<file path="config.mk">
export PLATFORM = sky130hd
export DESIGN_NAME = wb_arbiter_flat
export DESIGN_NICKNAME = d
export VERILOG_FILES = /design/src/rtl/wb_arbiter_pkg.sv /design/src/rtl/wb_arbiter_if.sv /design/src/rtl/wb_prio_pick.sv /design/src/rtl/wb_arbiter.sv /design/src/flat_wrapper.sv
export SDC_FILE = /design/constraint.sdc
export NUM_CORES = 1
export LEC_CHECK = 0
export ABC_AREA = 1
export CORE_MARGIN = 2
export CORE_UTILIZATION = 30
export CTS_CLUSTER_DIAMETER = 30
export CTS_CLUSTER_SIZE = 12
export DETAILED_ROUTE_END_ITERATION = 8
export PLACE_DENSITY = 0.77
export SLEW_MARGIN = 30
export SYNTH_ARGS = -nofsm -noshare
export SYNTH_HDL_FRONTEND = slang
export SYNTH_HIERARCHICAL = 1
export SYNTH_SLANG_ARGS = --single-unit
</file>
<file path="constraint.sdc">
create_clock -name clk -period 5.14 [get_ports clk]
set_input_delay 1.028 -clock clk [delete_from_list [all_inputs] [get_ports clk]]
set_output_delay 1.028 -clock clk [all_outputs]
set_load 0.01 [all_outputs]
</file>
<file path="src/rtl/wb_arbiter_pkg.sv">
// ============================================================================
// Module : wb_arbiter_pkg
// Brief  : Shared constants and helpers for the writeback arbiter.
//          XLEN macro (if defined) overrides the default datapath width.
// Rev    : 1.0
// ============================================================================
`default_nettype none

`ifndef XLEN
`define XLEN 32
`endif

package wb_arbiter_pkg;

    localparam int WB_XLEN = `XLEN;

    localparam int WB_SRC_ALU = 0;
    localparam int WB_SRC_LSU = 1;
    localparam int WB_SRC_MDU = 2;
    localparam int WB_NUM_SRC = 3;
    localparam int REG_ADDR_W = 5;

    // Wide enough to hold the saturation value itself.
    function automatic int cnt_width(input int limit);
        return $clog2(limit + 1);
    endfunction

endpackage

`default_nettype wire

</file>
<file path="src/rtl/wb_arbiter_if.sv">
// ============================================================================
// Module : wb_arbiter_if
// Brief  : Producer handshake and register-file write port of the arbiter.
// Rev    : 1.0
// ============================================================================
`default_nettype none

interface wb_arbiter_if #(
    parameter int XLEN    = 32,
    parameter int NUM_SRC = 3
);
    logic [NUM_SRC-1:0]      src_valid;
    logic [NUM_SRC-1:0]      src_ready;
    logic [NUM_SRC*5-1:0]    src_rd_addr;
    logic [NUM_SRC*XLEN-1:0] src_rd_data;
    logic [4:0]              rd_addr;
    logic [XLEN-1:0]         rd_data;
    logic                    rd_wen;
    logic                    wb_busy;

    modport slave (
        input  src_valid, src_rd_addr, src_rd_data,
        output src_ready, rd_addr, rd_data, rd_wen, wb_busy
    );

    modport master (
        output src_valid, src_rd_addr, src_rd_data,
        input  src_ready, rd_addr, rd_data, rd_wen, wb_busy
    );
endinterface

`default_nettype wire

</file>
<file path="src/rtl/wb_prio_pick.sv">
// ============================================================================
// Module : wb_prio_pick
// Brief  : Combinational find-first-set; one-hot grant of the lowest request.
// Rev    : 1.0
// ============================================================================
`default_nettype none

module wb_prio_pick #(
    parameter int N = 3
) (
    input  wire logic [N-1:0] req,
    output logic      [N-1:0] gnt
);
    // Two's-complement trick isolates the least significant set bit.
    assign gnt = req & (~req + N'(1));
endmodule

`default_nettype wire

</file>
<file path="src/rtl/wb_arbiter.sv">
// ============================================================================
// Module : wb_arbiter
// Brief  : Fixed-priority writeback arbiter with starvation counters and a
//          registered regfile write port. WB_PERF_CNT_EN adds perf counters.
// Rev    : 1.0
// ============================================================================
`default_nettype none

module wb_arbiter
    import wb_arbiter_pkg::*;
#(
    parameter int XLEN         = WB_XLEN,
    parameter int NUM_SRC      = WB_NUM_SRC,
    parameter int STARVE_LIMIT = 4
) (
    input  wire logic        clk,
    input  wire logic        reset,
    wb_arbiter_if.slave      bus
`ifdef WB_PERF_CNT_EN
    ,
    output logic [63:0]      perf_wb_commits,
    output logic [63:0]      perf_wb_stalls
`endif
);
    localparam int CW = cnt_width(STARVE_LIMIT);

    logic [CW-1:0]         wait_cnt [NUM_SRC];
    logic [NUM_SRC-1:0]    urgent_req;
    logic [NUM_SRC-1:0]    urgent_gnt;
    logic [NUM_SRC-1:0]    plain_gnt;
    logic [NUM_SRC-1:0]    grant;
    logic [4:0]            sel_addr;
    logic [XLEN-1:0]       sel_data;

    genvar gi;
    generate
        for (gi = 0; gi < NUM_SRC; gi++) begin : g_src
            assign urgent_req[gi] = bus.src_valid[gi] &&
                                    (wait_cnt[gi] >= CW'(STARVE_LIMIT));

            always_ff @(posedge clk) begin
                if (reset || !bus.src_valid[gi] || grant[gi]) begin
                    wait_cnt[gi] <= '0;
                end else if (wait_cnt[gi] != CW'(STARVE_LIMIT)) begin
                    wait_cnt[gi] <= wait_cnt[gi] + CW'(1);
                end
            end
        end
    endgenerate

    wb_prio_pick #(.N(NUM_SRC)) u_pick_urgent (
        .req (urgent_req),
        .gnt (urgent_gnt)
    );

    wb_prio_pick #(.N(NUM_SRC)) u_pick_plain (
        .req (bus.src_valid),
        .gnt (plain_gnt)
    );

    always_comb begin
        grant = '0;
        if (!reset) begin
            grant = (|urgent_gnt) ? urgent_gnt : plain_gnt;
        end
    end

    assign bus.src_ready = grant;

    always_comb begin
        sel_addr = '0;
        sel_data = '0;
        for (int i = 0; i < NUM_SRC; i++) begin
            if (grant[i]) begin
                sel_addr = bus.src_rd_addr[5*i +: 5];
                sel_data = bus.src_rd_data[XLEN*i +: XLEN];
            end
        end
    end

    // x0 writes still complete the handshake but never reach the regfile.
    always_ff @(posedge clk) begin
        if (reset) begin
            bus.rd_wen  <= 1'b0;
            bus.rd_addr <= '0;
            bus.rd_data <= '0;
        end else begin
            bus.rd_wen <= (|grant) && (sel_addr != 5'd0);
            if (|grant) begin
                bus.rd_addr <= sel_addr;
                bus.rd_data <= sel_data;
            end
        end
    end

    assign bus.wb_busy = (|bus.src_valid) | bus.rd_wen;

`ifdef WB_PERF_CNT_EN
    always_ff @(posedge clk) begin
        if (reset) begin
            perf_wb_commits <= '0;
            perf_wb_stalls  <= '0;
        end else begin
            if (bus.rd_wen) begin
                perf_wb_commits <= perf_wb_commits + 64'd1;
            end
            if (|(bus.src_valid & ~grant)) begin
                perf_wb_stalls <= perf_wb_stalls + 64'd1;
            end
        end
    end
`endif

endmodule

`default_nettype wire

</file>
<file path="src/flat_wrapper.sv">
// flat-port wrapper written by rule: the top's interface ports become plain ports
module wb_arbiter_flat import wb_arbiter_pkg::*;
#(
    parameter int XLEN         = WB_XLEN,
    parameter int NUM_SRC      = WB_NUM_SRC,
    parameter int STARVE_LIMIT = 4
)
  (clk, reset, bus_src_valid, bus_src_rd_addr, bus_src_rd_data, bus_src_ready, bus_rd_addr, bus_rd_data, bus_rd_wen, bus_wb_busy);
  wb_arbiter_if #(.XLEN(XLEN), .NUM_SRC(NUM_SRC)) bus_i ();
  input  wire logic clk;
  input  wire logic reset;
  input wire logic [$bits(bus_i.src_valid)-1:0] bus_src_valid;
  input wire logic [$bits(bus_i.src_rd_addr)-1:0] bus_src_rd_addr;
  input wire logic [$bits(bus_i.src_rd_data)-1:0] bus_src_rd_data;
  output wire logic [$bits(bus_i.src_ready)-1:0] bus_src_ready;
  output wire logic [$bits(bus_i.rd_addr)-1:0] bus_rd_addr;
  output wire logic [$bits(bus_i.rd_data)-1:0] bus_rd_data;
  output wire logic [$bits(bus_i.rd_wen)-1:0] bus_rd_wen;
  output wire logic [$bits(bus_i.wb_busy)-1:0] bus_wb_busy;
  assign bus_i.src_valid = bus_src_valid;
  assign bus_i.src_rd_addr = bus_src_rd_addr;
  assign bus_i.src_rd_data = bus_src_rd_data;
  assign bus_src_ready = bus_i.src_ready;
  assign bus_rd_addr = bus_i.rd_addr;
  assign bus_rd_data = bus_i.rd_data;
  assign bus_rd_wen = bus_i.rd_wen;
  assign bus_wb_busy = bus_i.wb_busy;
  wb_arbiter #(.XLEN(XLEN), .NUM_SRC(NUM_SRC), .STARVE_LIMIT(STARVE_LIMIT)) u_core (.clk(clk), .reset(reset), .bus(bus_i));
endmodule
</file>
==> results of run 1 <==
[cell families after synthesis]
logic type                 synth area share
DFF                                   0.362
and+or+nand+nor                       0.374
xor gates and xnor gates            0.00924
AOI/OAI and AO/OA                     0.124
adders and majority gates            0.0264
buffers and inverters                 0.103
[routing by layer]
metal  vias up  track usage
met5         -            0
met2       126        0.321
li1       1619            -
met1      1415        0.201
met3        14       0.0545
met4         0       0.0478
[registers in the layout, summed over array words and instances, names as in the netlist]
signal / count
u_core/bus.rd_data: 32
u_core/wait_cnt: 9
u_core/bus.rd_addr: 5
u_core/bus.rd_wen: 1
[synth_stat cells, drive strengths merged (3+ instances only)]
library cell	instances	area, um^2
inv	26	97.6
ha	6	75.1
nand3	24	138
edfxtp	9	270
o21ai	27	135
buf	24	184
nor2	25	118
nand4	6	37.5
dfxtp	38	761
nand2	181	752
a31oi	25	156
xnor2	3	26.3
a21oi	9	45.0
[worst paths after layout]
| kind | startpoint | endpoint | slack (ns) | cells after the start |
|---|---|---|---|---|
| setup reg to reg | u_core/wait_cnt[0][2] | u_core/bus.rd_addr[0] | 2.28 | 14 |
| hold / removal | u_core/bus.rd_addr[0] | u_core/bus.rd_addr[0] | 0.47 | 2 |
| hold reg to reg | u_core/bus.rd_addr[0] | u_core/bus.rd_addr[0] | 0.47 | 2 |
| setup / recovery | bus_src_valid[0] | bus_src_ready[1] | 0.98 | 12 |
[tightest hold or removal path, cell delays in order, from the launching register on]
cell and delay [ns]:
dfxtp_1 0.32, nand2_1 0.06, a21oi_1 0.05
[power breakdown]
part	switching, mW	total [mW]	internal (mW)
clock network	0.123	0.232	0.109
registers	0.0161	0.420	0.404
logic	0.114	0.271	0.157
[through the flow]
step                setup WS, ns  utilization  hold WS, ns  cell area (um^2)  power (mW)
finish                     0.984        0.488        0.472              4510       0.923
detailed placement          1.00        0.478        0.460              4420       0.702
global route               0.817        0.488        0.499              4510       0.981
floorplan                   2.13            -        0.481              2850       0.537
CTS                        0.984        0.488        0.473              4510       0.937
global placement            1.08        0.478        0.458              4420       0.697
[cell type report]
class	count	area, um^2
fillers	904	4730
clock buffers	7	86.3
well taps	129	161
flip-flops and latches	47	1030
multi-input cells	311	1520
repair buffers	161	1600
clock inverters	1	5.00
inverters	27	103
==> Flow_metrics.wiki, run 1 <==
{| class="wikitable"
! Metric !! Value
|-
| Status || completed
|-
| Yosys cell types || 30
|-
| CTS sink count || 47
|-
| CTS tree || built
|-
| Cell with the largest stage delay on the worst path || clkdlybuf4s50_1
|-
| Floorplan die width || 101 um
|-
| Source-to-sink clock delay at the later pin of the worst-skew pair || 0.30 ns
|-
| Cell at the root of the clock tree || clkbuf_8
|-
| Floorplan row count || 35
|-
| Layout net count || 675
|-
| DR DRC count || 0
|-
| Post-CTS Setup Repair Bufs || 0
|-
| Yosys warning total || 6
|-
| Number of storage elements in the synthesis netlist || 47
|-
| Met2 Wirelength || 4.45 mm
|-
| Final period demand of the worst path || 4.16 ns
|-
| Via count || 3,174
|-
| Pin count of the biggest net entering global routing || 54
|-
| Type of the setup path with the least slack || input pin to primary output
|-
| Arrival time worst endpoint || 3.13 ns
|-
| Fraction of layout cells with a size suffix above 1 || 0.0776
|-
| Clock-pin transition on the worst setup and hold timing paths || 0.08 ns
|-
| Final max-slew violation count || 0
|-
| Worst setup SP type || input pin
|-
| Most used cells in the layout excluding fill and tap cells || 160 x nand2_1, 157 x clkdlybuf4s50_1, 38 x dfxtp_1, 25 x a31oi_1, 24 x inv_1
|-
| Number of primary I/O pins || 158
|-
| Kind of end point of the critical path || primary output
|-
| Most frequent standard cell in the layout excluding fill and tap cells || nand2_1
|-
| CTS max path bufs || 2
|-
| Grt total ovfl || 0
|-
| Top achievable clock speed || 241 MHz
|-
| Max Fanout on Critical Path || 8
|-
| Part of the cycle the worst path needs || 0.809
|-
| Max-slew headroom at the worst pin || 0.578
|-
| Total routing usage reported by global routing || 0.177
|-
| CTS H-Tree Depth || 2
|-
| Post-cts hold buffer count || 0
|-
| Final clock skew || 0.00700 ns
|-
| Sum of routed wire segments on met1 || 3.77 mm
|-
| Lkg Pwr || 1.89 nW
|-
| Post-Syn Instances || 411
|-
| Number of synthesized flops with an enable pin || 9
|-
| Final ANT Viol Nets || 0
|-
| Cell count after placement || 675
|-
| Top flip-flop cell by instance count after synthesis || dfxtp_1
|-
| Hpwl dp || 6.80 mm
|-
| Number of vias per cell || 4.65
|-
| Number of global-route vias before repair || 3,158
|-
| Worst-margin pin slew || 0.632 ns
|-
| Die area || 10,300 um^2
|-
| Detail Route met3 WL || 741 um
|-
| Final setup violation count || 0
|-
| Non-filler instance count after layout || 683
|-
| Buffers & Inverters on Critical Path || 5
|-
| TritonCTS buffer count || 5
|-
| Mapped Avg Cell Area || 6.92 um^2
|-
| # port buffers || 157
|-
| Final estimated routing congestion in global placement || 0.786
|-
| Area delta synth->final || 58.4%
|-
| First-pass GRT wire length || 14.5 mm
|-
| List of cells traversed by the critical path || clkdlybuf4s50_1, nand2_1, inv_1, inv_1, nand2_1, nor2_2, nor2_2, nand3_2, nand2_4, nand2_4, clkinv_2, clkdlybuf4s50_1
|-
| Required time at the worst-slack endpoint || 4.11 ns
|-
| Total power density per cell area || 205 nW/um^2
|-
| Netlist Area Pre-Place || 2850 um^2
|-
| Routed WL || 9.10 mm
|-
| Count of instances resized after the clock tree is built || 0
|-
| Number of antenna diodes || 0
|-
| Worst Hold Class || register to register
|-
| Routed length per instance || 13.3 um
|-
| First-pass iteration count of the detailed router || 4
|-
| Hold Vio Cnt, Final || 0
|-
| 1st-iter DRT viols || 133
|-
| Total core area || 9240 um^2
|-
| Vert. Die Dim || 101 um
|-
| Initial Utilization || 0.308
|-
| Ys async rst share || 0
|-
| Max Cap Viol || 0
|-
| Highest routed layer || met4
|-
| Slowest Stage Delay on Critical Path || 0.61 ns
|-
| Portion of the post-synthesis area used by sequential elements || 0.362
|-
| Worst path top cell family by delay || buffers and inverters
|-
| Peak VDD IR || 0.0988 mV
|-
| Number of antenna violations at the first check in global routing || 0
|-
| Total negative slack || 0 ns
|-
| RSZ-0062 raised after global routing || no
|-
| Net count after synthesis || 533
|}
No activity file was read; power rests on OpenSTA's default activity.
==> inputs of run 2 (changes only) <==
--- a/config.mk
+++ b/config.mk
@@ -11,7 +11,7 @@
 export CTS_CLUSTER_DIAMETER = 30
 export CTS_CLUSTER_SIZE = 12
 export DETAILED_ROUTE_END_ITERATION = 8
-export PLACE_DENSITY = 0.77
+export PLACE_DENSITY = 0.79
 export SLEW_MARGIN = 30
 export SYNTH_ARGS = -nofsm -noshare
 export SYNTH_HDL_FRONTEND = slang
==> constraint.sdc (replaced) <==
create_clock -name clk -period 3.6 [get_ports clk]
set_input_delay 0.72 -clock clk [delete_from_list [all_inputs] [get_ports clk]]
set_output_delay 0.72 -clock clk [all_outputs]
set_load 0.01 [all_outputs]
==> run 2 against run 1 <==
  * Sequential cell count did not move
  * Routed wire length increased by 0.32%
  * Die area unchanged
  * Hold slack better by 0.0030 ns
  * Count of clock-buffer cells in the layout stayed put
==> Flow_metrics.wiki, run 2 (same netlist as run 1, synthesis figures left out) <==
{| class="wikitable"
! Metric !! Value
|-
| Status || completed (unchanged)
|-
| Total Power Consumption || 1.33 mW (was 923 uW)
|-
| Peak VDD IR || 0.150 mV (was 0.0988 mV)
|-
| Floorplan die width || 101 um (unchanged)
|-
| Most used cells in the layout excluding fill and tap cells || 160 x nand2_1, 157 x clkdlybuf4s50_1, 38 x dfxtp_1, 25 x a31oi_1, 24 x inv_1 (unchanged)
|-
| Max-slew headroom at the worst pin || 0.659 (was 0.578)
|-
| Worst Hold Class || register to register (unchanged)
|-
| Grt total ovfl || 0 (unchanged)
|-
| Pin count of the biggest net entering global routing || 53 (was 54)
|-
| Number of vias per cell || 4.60 (was 4.65)
|-
| Largest regs || u_core/bus.rd_data (32), u_core/wait_cnt (9), u_core/bus.rd_addr (5) (unchanged)
|-
| Worst path top cell family by delay || buffers and inverters (unchanged)
|-
| Final ANT Viol Nets || 0 (unchanged)
|-
| Arrival time worst endpoint || 2.58 ns (was 3.13 ns)
|-
| Number of antenna diodes || 0 (unchanged)
|-
| Number of primary I/O pins || 158 (unchanged)
|-
| Post-CTS Setup Repair Bufs || 0 (unchanged)
|-
| Buffers & Inverters on Critical Path || 5 (unchanged)
|-
| Hpwl dp || 6.81 mm (was 6.80 mm)
|-
| CTS sink count || 47 (unchanged)
|-
| Fraction of layout cells with a size suffix above 1 || 0.0841 (was 0.0776)
|-
| Total core area || 9240 um^2 (unchanged)
|-
| Source-to-sink clock delay at the later pin of the worst-skew pair || 0.30 ns (about the same)
|-
| Total power density per cell area || 291 nW/um^2 (was 205 nW/um^2)
|-
| Worst path depth || 12 (unchanged)
|-
| Slowest Stage Delay on Critical Path || 0.55 ns (was 0.61 ns)
|-
| Max Fanout on Critical Path || 3 (was 8)
|-
| List of cells traversed by the critical path || clkdlybuf4s50_1, nand2_1, inv_1, inv_1, nand2_1, nor2_2, nor2_2, nand3_1, nand2_1, nand2_4, inv_2, clkdlybuf4s50_1 (was clkdlybuf4s50_1, nand2_1, inv_1, inv_1, nand2_1, nor2_2, nor2_2, nand3_2, nand2_4, nand2_4, clkinv_2, clkdlybuf4s50_1)
|-
| Fin worst setup slack || 0.304 ns (was 0.984 ns)
|-
| First-pass GRT wire length || 14.6 mm (was 14.5 mm)
|-
| Worst setup SP type || input pin (unchanged)
|-
| TritonCTS buffer count || 5 (unchanged)
|-
| Cell at the root of the clock tree || clkbuf_8 (unchanged)
|-
| WHS Path Cells || 2 (unchanged)
|-
| Most frequent standard cell in the layout excluding fill and tap cells || nand2_1 (unchanged)
|-
| Worst-margin pin slew || 0.511 ns (was 0.632 ns)
|-
| Lkg Pwr || 1.92 nW (was 1.89 nW)
|-
| Final period demand of the worst path || 3.30 ns
|-
| Part of the cycle the worst path needs || 0.916
|-
| First-pass iteration count of the detailed router || 4 (unchanged)
|-
| Vert. Die Dim || 101 um (unchanged)
|-
| Cell with the most instances on the worst path || nand2_1
|-
| 1st-iter DRT viols || 117 (was 133)
|-
| Layout net count || 680 (was 675)
|-
| Number of global-route vias before repair || 3,160 (was 3,158)
|-
| Flip-flop count of the largest register after layout || 32 (unchanged)
|-
| Initial Utilization || 0.308 (unchanged)
|-
| # port buffers || 157 (unchanged)
|-
| Count of instances resized after the clock tree is built || 0 (unchanged)
|-
| Max Cap Viol || 0 (unchanged)
|-
| Number of antenna violations at the first check in global routing || 0 (unchanged)
|-
| Top achievable clock speed || 303 MHz
|-
| Kind of end point of the critical path || primary output (unchanged)
|-
| Type of the setup path with the least slack || input pin to primary output (unchanged)
|-
| Clock-pin transition on the worst setup and hold timing paths || 0.09 ns (was 0.08 ns)
|-
| Worst Reg2Reg Path Length in Cells || 14 (unchanged)
|-
| Final clock skew || 0.00420 ns (was 0.00700 ns)
|-
| Routed length per instance || 13.3 um (about the same)
|-
| CTS tree || built (unchanged)
|-
| DR DRC count || 0 (unchanged)
|-
| Total negative slack || 0 ns (unchanged)
|-
| DP Worst Slack || 0.314 ns (was 1.00 ns)
|-
| CTS H-Tree Depth || 2 (unchanged)
|-
| Post-cts hold buffer count || 0 (unchanged)
|-
| Total routing usage reported by global routing || 0.178 (was 0.177)
|-
| Hold Vio Cnt, Final || 0 (unchanged)
|-
| Routed WL || 9.13 mm (was 9.10 mm)
|-
| RSZ-0062 raised after global routing || no (unchanged)
|-
| Final max-slew violation count || 0 (unchanged)
|-
| Largest register by flop count || u_core/bus.rd_data (unchanged)
|-
| Final setup violation count || 0 (unchanged)
|-
| Required time at the worst-slack endpoint || 2.88 ns (was 4.11 ns)
|-
| Via count || 3,168 (was 3,174)
|-
| Floorplan row count || 35 (unchanged)
|-
| Final estimated routing congestion in global placement || 0.836 (was 0.786)
|-
| Die area || 10,300 um^2 (unchanged)
|-
| Cell with the largest stage delay on the worst path || clkdlybuf4s50_1 (unchanged)
|-
| Area delta synth->final || 60.2% (was 58.4%)
|-
| CTS max path bufs || 2 (unchanged)
|}
-- run 2: changes by cell type in the layout (fill, tap and decap cells not counted), sizes merged --
cell | before | now
buf | 4 | 9
-- run 2: where the power goes --
| group | total [mW] | internal (mW) | switching, mW |
|---|---|---|---|
| combinational | 0.394 | 0.229 | 0.165 |
| sequential | 0.599 | 0.577 | 0.0217 |
| clock | 0.334 | 0.154 | 0.179 |
| total | 1.33 | 0.961 | 0.366 |
-- run 2: worst paths after layout --
check                                            from                      to  slack (ns)
worst max register to register  u_core/wait_cnt[0][2]  u_core/bus.rd_data[14]        1.15
worst min register to register  u_core/bus.rd_addr[0]   u_core/bus.rd_addr[0]        0.47
worst max-delay path                 bus_src_valid[0]        bus_src_ready[2]        0.30
worst min-delay path            u_core/bus.rd_addr[0]   u_core/bus.rd_addr[0]        0.47
-- run 2: layout make-up --
cell class | count | area (um^2)
repair buffers | 166 | 1650
fillers | 911 | 4680
inverters | 27 | 103
flip-flops and latches | 47 | 1030
clock inverters | 1 | 3.75
clock buffers | 7 | 86.3
well taps | 129 | 161
multi-input cells | 311 | 1520
-- run 2: per-layer routing --
metal,wire length [um],track usage,part of all wire
met1,3840,0.199,0.42
met2,4550,0.338,0.50
met3,648,0.0455,0.071
met4,90,0.0364,0.0099
met5,0,0,0
-- run 2: per-stage QoR --
step	area [um^2]	hold slack (ns)	utilization	std cells
after detailed placement	4470	0.463	0.483	680
after global placement	4470	0.457	0.483	680
after CTS	4560	0.478	0.493	688
final	4560	0.475	0.493	688
after global routing	4560	0.514	0.493	688
after floorplan	2850	0.481	-	411
-- run 2: worst reg2reg max path: stages (launching register included) --
cell and delay (ns):
edfxtp_1 0.41, nand2_1 0.07, inv_1 0.09, inv_1 0.04, nand2_1 0.06, nor2_2 0.05, nor2_2 0.17, nand3_1 0.09
nand2_1 0.13, nand2_4 0.06, buf_4 0.28, nand3_4 0.14, buf_4 0.43, o21ai_0 0.17, a31oi_1 0.18
